==> src/rtl/result_packer.sv <==
// Packs PACK consecutive core results into one wide word with frame-boundary marking,
// queued in a 2-entry output FIFO. Optional flush port enabled by RESULT_PACKER_FLUSH_EN.
module result_packer #(
  parameter int DATA_WIDTH = 16,
  parameter int PACK       = 4,
  parameter int FRAME_LEN  = 6
) (
  input  logic                       clk,
  input  logic                       rst_n,
  input  logic                       in_valid,
  output logic                       in_ready,
  input  logic [DATA_WIDTH-1:0]      in_data,
`ifdef RESULT_PACKER_FLUSH_EN
  input  logic                       flush,
`endif
  output logic                       out_valid,
  input  logic                       out_ready,
  output logic [PACK*DATA_WIDTH-1:0] out_data,
  output logic [PACK-1:0]            out_keep,
  output logic                       out_last
);

  localparam int LW = $clog2(PACK);
  localparam int FW = (FRAME_LEN > 1) ? $clog2(FRAME_LEN) : 1;
  localparam logic [LW-1:0] LANE_LAST  = LW'(PACK - 1);
  localparam logic [FW-1:0] FRAME_LAST = FW'(FRAME_LEN - 1);

  logic [LW-1:0]              lane_cnt;
  logic [FW-1:0]              frame_cnt;
  logic [PACK*DATA_WIDTH-1:0] pack_reg;

  logic [PACK*DATA_WIDTH-1:0] fifo_data [2];
  logic [PACK-1:0]            fifo_keep [2];
  logic                       fifo_last [2];
  logic                       wr_ptr;
  logic                       rd_ptr;
  logic [1:0]                 fifo_cnt;

  logic                       accept;
  logic                       pop;
  logic                       push;
  logic                       frame_end;
  logic                       complete;
  logic                       flush_fire;
  logic [PACK*DATA_WIDTH-1:0] word_data;
  logic [PACK-1:0]            word_keep;
  logic                       word_last;

  // Ready depends only on registered FIFO occupancy, never on out_ready.
  assign in_ready  = (fifo_cnt != 2'd2);
  assign out_valid = (fifo_cnt != 2'd0);
  assign out_data  = fifo_data[rd_ptr];
  assign out_keep  = fifo_keep[rd_ptr];
  assign out_last  = fifo_last[rd_ptr];

  assign accept    = in_valid && in_ready;
  assign pop       = out_valid && out_ready;
  assign frame_end = (frame_cnt == FRAME_LAST);
  assign complete  = accept && ((lane_cnt == LANE_LAST) || frame_end);

`ifdef RESULT_PACKER_FLUSH_EN
  assign flush_fire = flush && in_ready;
`else
  assign flush_fire = 1'b0;
`endif

  // A flush closes whatever is buffered, plus the sample arriving on the same edge.
  assign push      = complete || (flush_fire && ((lane_cnt != '0) || accept));
  assign word_last = (accept && frame_end) || flush_fire;

  always_comb begin
    // NOTE: every output of a combinational block gets a default first, so no path leaves it unassigned and infers a latch.
    word_data = '0;
    word_keep = '0;
    for (int k = 0; k < PACK; k++) begin
      if (LW'(k) < lane_cnt) begin
        word_data[k*DATA_WIDTH +: DATA_WIDTH] = pack_reg[k*DATA_WIDTH +: DATA_WIDTH];
        word_keep[k] = 1'b1;
      end else if ((LW'(k) == lane_cnt) && accept) begin
        word_data[k*DATA_WIDTH +: DATA_WIDTH] = in_data;
        word_keep[k] = 1'b1;
      end
    end
  end

  // Lane/frame bookkeeping; stale lanes in pack_reg are masked when the word is built.
  always_ff @(posedge clk) begin
    // NOTE: sequential state uses non-blocking assignments so every register samples pre-edge values.
    if (!rst_n) begin
      lane_cnt  <= '0;
      frame_cnt <= '0;
      pack_reg  <= '0;
    end else begin
      if (accept) begin
        pack_reg[lane_cnt*DATA_WIDTH +: DATA_WIDTH] <= in_data;
      end
      if (flush_fire) begin
        lane_cnt  <= '0;
        frame_cnt <= '0;
      end else if (accept) begin
        lane_cnt  <= complete  ? '0 : lane_cnt + 1'b1;
        frame_cnt <= frame_end ? '0 : frame_cnt + 1'b1;
      end
    end
  end

  always_ff @(posedge clk) begin
    if (!rst_n) begin
      // NOTE: the two FIFO entries are reset so out_data/out_keep/out_last read zero straight out of reset.
      for (int i = 0; i < 2; i++) begin
        fifo_data[i] <= '0;
        fifo_keep[i] <= '0;
        fifo_last[i] <= 1'b0;
      end
      wr_ptr   <= 1'b0;
      rd_ptr   <= 1'b0;
      fifo_cnt <= 2'd0;
    end else begin
      if (push) begin
        fifo_data[wr_ptr] <= word_data;
        fifo_keep[wr_ptr] <= word_keep;
        fifo_last[wr_ptr] <= word_last;
        wr_ptr            <= ~wr_ptr;
      end
      if (pop) begin
        rd_ptr <= ~rd_ptr;
      end
      fifo_cnt <= fifo_cnt + {1'b0, push} - {1'b0, pop};
    end
  end

endmodule
==> config.mk <==
export PLATFORM = sky130hd
export DESIGN_NAME = result_packer
export DESIGN_NICKNAME = d
export VERILOG_FILES = /design/src/rtl/result_packer.sv
export SDC_FILE = /design/constraint.sdc
export NUM_CORES = 1
export LEC_CHECK = 0
export CAP_MARGIN = 20
export CELL_PAD_IN_SITES_DETAIL_PLACEMENT = 0
export CELL_PAD_IN_SITES_GLOBAL_PLACEMENT = 1
export CORE_UTILIZATION = 25
export CTS_CLUSTER_DIAMETER = 150
export DETAILED_ROUTE_END_ITERATION = 10
export PLACE_DENSITY_LB_ADDON = 0.08
export SYNTH_ARGS = -nofsm -noshare
export SYNTH_HDL_FRONTEND = slang
export SYNTH_SLANG_ARGS = --single-unit
==> constraint.sdc <==
create_clock -name clk -period 7.7 [get_ports clk]
set_input_delay 1.155 -clock clk [delete_from_list [all_inputs] [get_ports clk]]
set_output_delay 1.155 -clock clk [all_outputs]
set_load 0.02 [all_outputs]
==> results.ini, run 1 <==
[finish]
utilization = 0.308
fillers = 3523
largest_reg_flops = 128
ff_latch_area_um2 = 5290
multi_input_area_um2 = 3160
finalNetCount = 817
drive_gt1_frac = 0.150
area_growth_pct = 21.6

[sta]
rsz0062_at_grt = false
slew_headroom = 0.305
tns_ns = 0
worst_clock_skew_ns = 0.0120
final_hold_viol_count = 0
max_freq_mhz = 250
finalCritPeriodShare = 0.520
fin_crit_ns = 4.01
fin_hold_ws_ns = 0.462
setup_violations = 0
setup_slack_ns = 3.69
slew_viol_final = 0
worst_slew_pin_slew_ns = 1.04

[routing]
drc = 0
wl_met1_um = 11000
topRoutingLayerUsed = met4
wire_per_inst_um = 18.4
wl_met2_um = 11200
wl_met3_um = 754
drt_iter0_markers = 230
antenna_left = 0
dr.pass1.iters = 4
wl_um = 23100
viasPerCell = 4.42
vias = 5560

[setup_path]
worst-setup-path-type = input pin to flip-flop
crit_fanout = 40
worstPathCellList = clkdlybuf4s50_1, and2_1, o21ai_0, o21ai_4, buf_4
endpoint_kind = flip-flop
worst_ep_required_time_ns = 7.77
worst_setup_path_start_kind = input pin
cpMaxStageDelayCell = clkdlybuf4s50_1
arrival_ns = 4.07
cp_slowest_stage_delay_ns = 0.92

[synthesis]
synth_cells = 722
yosys.area.top_type = edfxtp_1
ys.flop_type = edfxtp_1
ys_ff_latch = 196
synthArstFlopShare = 0
synthTopCellsByCount = edfxtp_1 (136), nor2_1 (99), mux2_2 (69)
synthDistinctLibCells = 38
yosys_warnings = 0
netlist.area_leader.share = 0.469
synth_nets = 751
avgSynthCellArea_um2 = 12.1
synth_area_um2 = 8720
synth_seq_area_share = 0.606
yosysMostFrequentCell = edfxtp_1
synth_area_leaders = edfxtp_1 (47%), dfxtp_1 (14%), mux2_2 (8.9%)
synth_edf_count = 136

[job]
drv_cap = 0

[power_and_ir_drop]
cellLeakagePower_nw = 3.63
p_sw_mw = 0.830
p_per_area_nw_per_um2 = 258
peakVddDrop_uv = 139
p_int_mw = 1.90
combPwrFrac = 0.242
sw_frac_of_total = 0.304
seqPwrFrac = 0.456
power_frac_clock = 0.302

[floorplan]
die_h_um = 189
start_util = 0.253
core.rowCount = 68
die-area_um2 = 35600
die_w_um = 189
coreArea_um2 = 34500
io_pins = 91

[grt]
grt_pass1_vias = 5759
grt_pass1_wl_um = 35000
grt_max_degree = 70
grt.total_usage = 0.134
antenna_found_initial = 0
overflow = 0

[placement]
port_buffers = 90
hpwlAfterDp_um = 14700
globalplace.congestion = 0.715
post-place-ws_ns = 3.23

[clocking]
cts_tree = done
cts.sinks = 196
clk_latency_ns = 0.44
hold_buffers = 0
path_clk_slew_ns = 0.07
cts_setup_buffers = 0
clk_path_buf_depth = 2
cts_root_buf = clkbuf_16
h-tree-depth = 4
numCtsBuffers = 17
cts_resized = 0

[outcome]
status = finished clean

[worst_hold_path]
min_path_type = flip-flop to flip-flop

==> cell type report <==
type | instances | area share
Sequential cell | 196 | 0.499
Antenna cell | 1 | 0.000236
Multi-Input combinational cell | 466 | 0.298
Timing Repair Buffer | 101 | 0.0970
Tap cell | 455 | 0.0537
Inverter | 6 | 0.00212
Clock buffer | 18 | 0.0405
Clock inverter | 14 | 0.00980
==> power groups by stage <==
stage                     Sequential (mW)  Combinational [mW]  Clock, mW
after CTS                            1.25               0.661      0.851
after detailed placement             1.27               0.656          0
after floorplan                      1.22               0.449          0
after global placement               1.27               0.655          0
final                                1.25               0.661      0.825
after global routing                 1.26               0.707      0.892
==> per-layer routing <==
layer  track usage  vias up
met4        0.0332        0
met1         0.175     2740
met3        0.0272       12
met2         0.224      117
li1              -     2691
met5             0        -
==> worst paths after layout <==
path                      from               to  slack [ns]  depth (start not counted)
hold reg to reg   pack_reg[30]     pack_reg[30]        0.46                          2
setup / recovery      in_valid  fifo_keep[0][2]        3.69                          5
setup reg to reg   lane_cnt[0]  fifo_keep[0][2]        4.66                          4
hold / removal    pack_reg[30]     pack_reg[30]        0.46                          2
==> layout by cell type, fill, tap and decap left out, types with 2 or more instances in the layout <==
cell / instances
nor4_1: 2
mux2_2: 69
buf_6: 2
and3_1: 4
or2_1: 2
a31oi_1: 2
clkinv_4: 3
o2111ai_4: 2
clkinvlp_4: 3
and2_1: 38
nand3_1: 55
clkbuf_16: 18
ha_1: 9
edfxtp_1: 136
nor2_1: 99
nor2b_1: 2
clkinv_2: 4
nor3b_2: 3
nand2_1: 56
inv_1: 6
clkdlybuf4s50_1: 90
o21ai_0: 4
dfxtp_1: 59
nand2b_1: 2
a21boi_0: 52
xnor2_1: 4
or3_1: 2
inv_6: 4
buf_4: 7
a22oi_1: 16
mux2i_1: 32
==> worst max-delay path: cells and delay by family <==
family | cells | cell delay, ns
buffers and inverters | 2 | 1.54
AND/OR/NAND/NOR | 1 | 0.33
AO/OA/AOI/OAI | 2 | 0.98
==> kinds of logic after synthesis <==
group / share of synthesized area
DFF: 0.606
and+or+nand+nor: 0.146
adders and majority gates: 0.0129
AOI/OAI and AO/OA: 0.0719
xor gates and xnor gates: 0.00402
buffers and inverters: 0.0330
muxes: 0.126
==> metrics by stage <==
step | instances | area, um^2 | power (mW)
final | 1257 | 10600 | 2.73
after global routing | 1256 | 10600 | 2.86
after CTS | 1251 | 10500 | 2.76
after detailed placement | 1219 | 9980 | 1.93
after global placement | 1218 | 9980 | 1.93
after floorplan | 722 | 8720 | 1.67
No activity file was read; power rests on OpenSTA's default activity.
==> run 2: changes to the inputs <==
clock period = 3.7 ns   (was 7.7 ns; I/O delays follow)
==> results.ini, run 2 (synthesized netlist as in run 1, its figures left out) <==
[grt]
antenna_found_initial = 0  ; unchanged
grt_pass1_vias = 5706  ; -0.92%
grt_pass1_wl_um = 35800  ; +2.3%
grt_max_degree = 52  ; -26%
grt.total_usage = 0.138  ; +0.00450
overflow = 0  ; unchanged

[clocking]
cts_root_buf = clkbuf_16
cts.sinks = 196  ; unchanged
h-tree-depth = 4  ; unchanged
hold_buffers = 0  ; unchanged
cts_resized = 0  ; unchanged
cts_setup_buffers = 0  ; unchanged
cts_tree = done
numCtsBuffers = 17  ; unchanged
path_clk_slew_ns = 0.08  ; about the same
clk_latency_ns = 0.44  ; about the same
clk_path_buf_depth = 2  ; unchanged

[floorplan]
die-area_um2 = 35600  ; unchanged
coreArea_um2 = 34500  ; unchanged
io_pins = 91  ; unchanged
core.rowCount = 68  ; unchanged
die_w_um = 189  ; unchanged
die_h_um = 189  ; unchanged
start_util = 0.253  ; unchanged

[routing]
antenna_left = 0  ; unchanged
dr.pass1.iters = 4  ; unchanged
wire_per_inst_um = 18.8  ; +2.5%
vias = 5607  ; +0.85%
drt_iter0_markers = 362  ; +57%
wl_um = 23800  ; +3.0%
viasPerCell = 4.44  ; +0.37%
drc = 0  ; unchanged

[job]
drv_cap = 0  ; unchanged

[finish]
drive_gt1_frac = 0.157  ; +0.00756
utilization = 0.311  ; +0.00327
finalNonFillerCells = 1263  ; +0.48%
layout_commonest_cell = edfxtp_1
largest_reg_flops = 128  ; unchanged
area_growth_pct = 22.9
finalNetCount = 823  ; +0.73%
final_cell_mix = edfxtp_1 (136), nor2_1 (99), clkdlybuf4s50_1 (90)

[outcome]
status = finished clean

[setup_path]
r2r-start = lane_cnt[0]
worst_setup_path_start_kind = flip-flop
endpoint_kind = primary output
crit_fanout = 44  ; +10%
worst-setup-path-type = flip-flop to primary output
worst_ep_required_time_ns = 3.14  ; -4.63 ns
arrival_ns = 2.44  ; -1.63 ns

[placement]
placed_cells = 1230  ; +0.90%
globalplace.congestion = 0.716  ; about the same
hpwlAfterDp_um = 14900  ; +1.6%
port_buffers = 90  ; unchanged
post-place-ws_ns = 0.957  ; -2.27 ns

[sta]
rsz0062_at_grt = false
slew_viol_final = 0  ; unchanged
fin_hold_ws_ns = 0.462  ; +0.000917 ns
tns_ns = 0  ; unchanged
max_freq_mhz = 334
fin_crit_ns = 3.00
slew_headroom = 0.479  ; +0.174
setup_slack_ns = 0.704  ; -2.99 ns
setup_violations = 0  ; unchanged
worst_clock_skew_ns = 0.0136  ; +0.00164 ns
final_hold_viol_count = 0  ; unchanged
worst_slew_pin_slew_ns = 0.781  ; -0.260 ns
finalCritPeriodShare = 0.810

[worst_hold_path]
hp-start = pack_reg[30]
min_path_type = flip-flop to flip-flop

[power_and_ir_drop]
peakVddDrop_uv = 338  ; +140%
p_per_area_nw_per_um2 = 549  ; +110%
cellLeakagePower_nw = 3.69  ; +1.7%

==> run 2: cell count changes in the layout (fill, tap and decap cells not counted), sizes merged <==
cell,delta
bufinv,+2
buf,+7
clkinvlp,-2
clkinv,-2
clkbuf,-2
inv,+3
==> run 2: path summary, 6_finish.rpt <==
check / endpoint / slack, ns / cells after the start
setup / recovery: out_data[9] / 0.70 / 3
hold reg to reg: pack_reg[30] / 0.46 / 2
setup reg to reg: fifo_data[1][41] / 1.11 / 5
hold / removal: pack_reg[30] / 0.46 / 2
==> run 2: per-layer routing <==
| metal | wire length [um] | share of wire | up-vias | track usage |
|---|---|---|---|---|
| met5 | 0 | 0 | - | 0 |
| met4 | 221 | 0.0093 | 0 | 0.0338 |
| met3 | 853 | 0.036 | 13 | 0.0287 |
| met2 | 11400 | 0.48 | 113 | 0.228 |
| met1 | 11300 | 0.48 | 2783 | 0.184 |
| li1 | - | - | 2698 | - |
==> run 2: final cells by class <==
type | instances | area, um^2
Clock buffer | 17 | 425
Timing Repair Buffer | 107 | 1080
Tap cell | 455 | 569
Clock inverter | 15 | 170
Inverter | 6 | 22.5
Antenna cell | 1 | 2.50
Multi-Input combinational cell | 466 | 3160
Sequential cell | 196 | 5290
Fill cell | 3488 | 23700
==> run 2: report_power, final <==
group,switching (mW),internal (mW)
clock,0.888,1.02
sequential,0.121,2.44
combinational,0.762,0.651
total,1.77,4.11
==> run 2: per-stage QoR <==
step / instance area [um^2] / power, mW
after floorplan: 8720 / 3.46
after global placement: 10100 / 4.05
after detailed placement: 10100 / 4.06
after CTS: 10700 / 5.99
after global routing: 10700 / 6.15
final: 10700 / 5.88
==> run 2: worst max-delay path, cell delays in order, from the launching register on <==
cell and delay (ns):
dfxtp_4 0.78, buf_12 0.28, mux2_2 0.36, clkdlybuf4s50_1 0.54
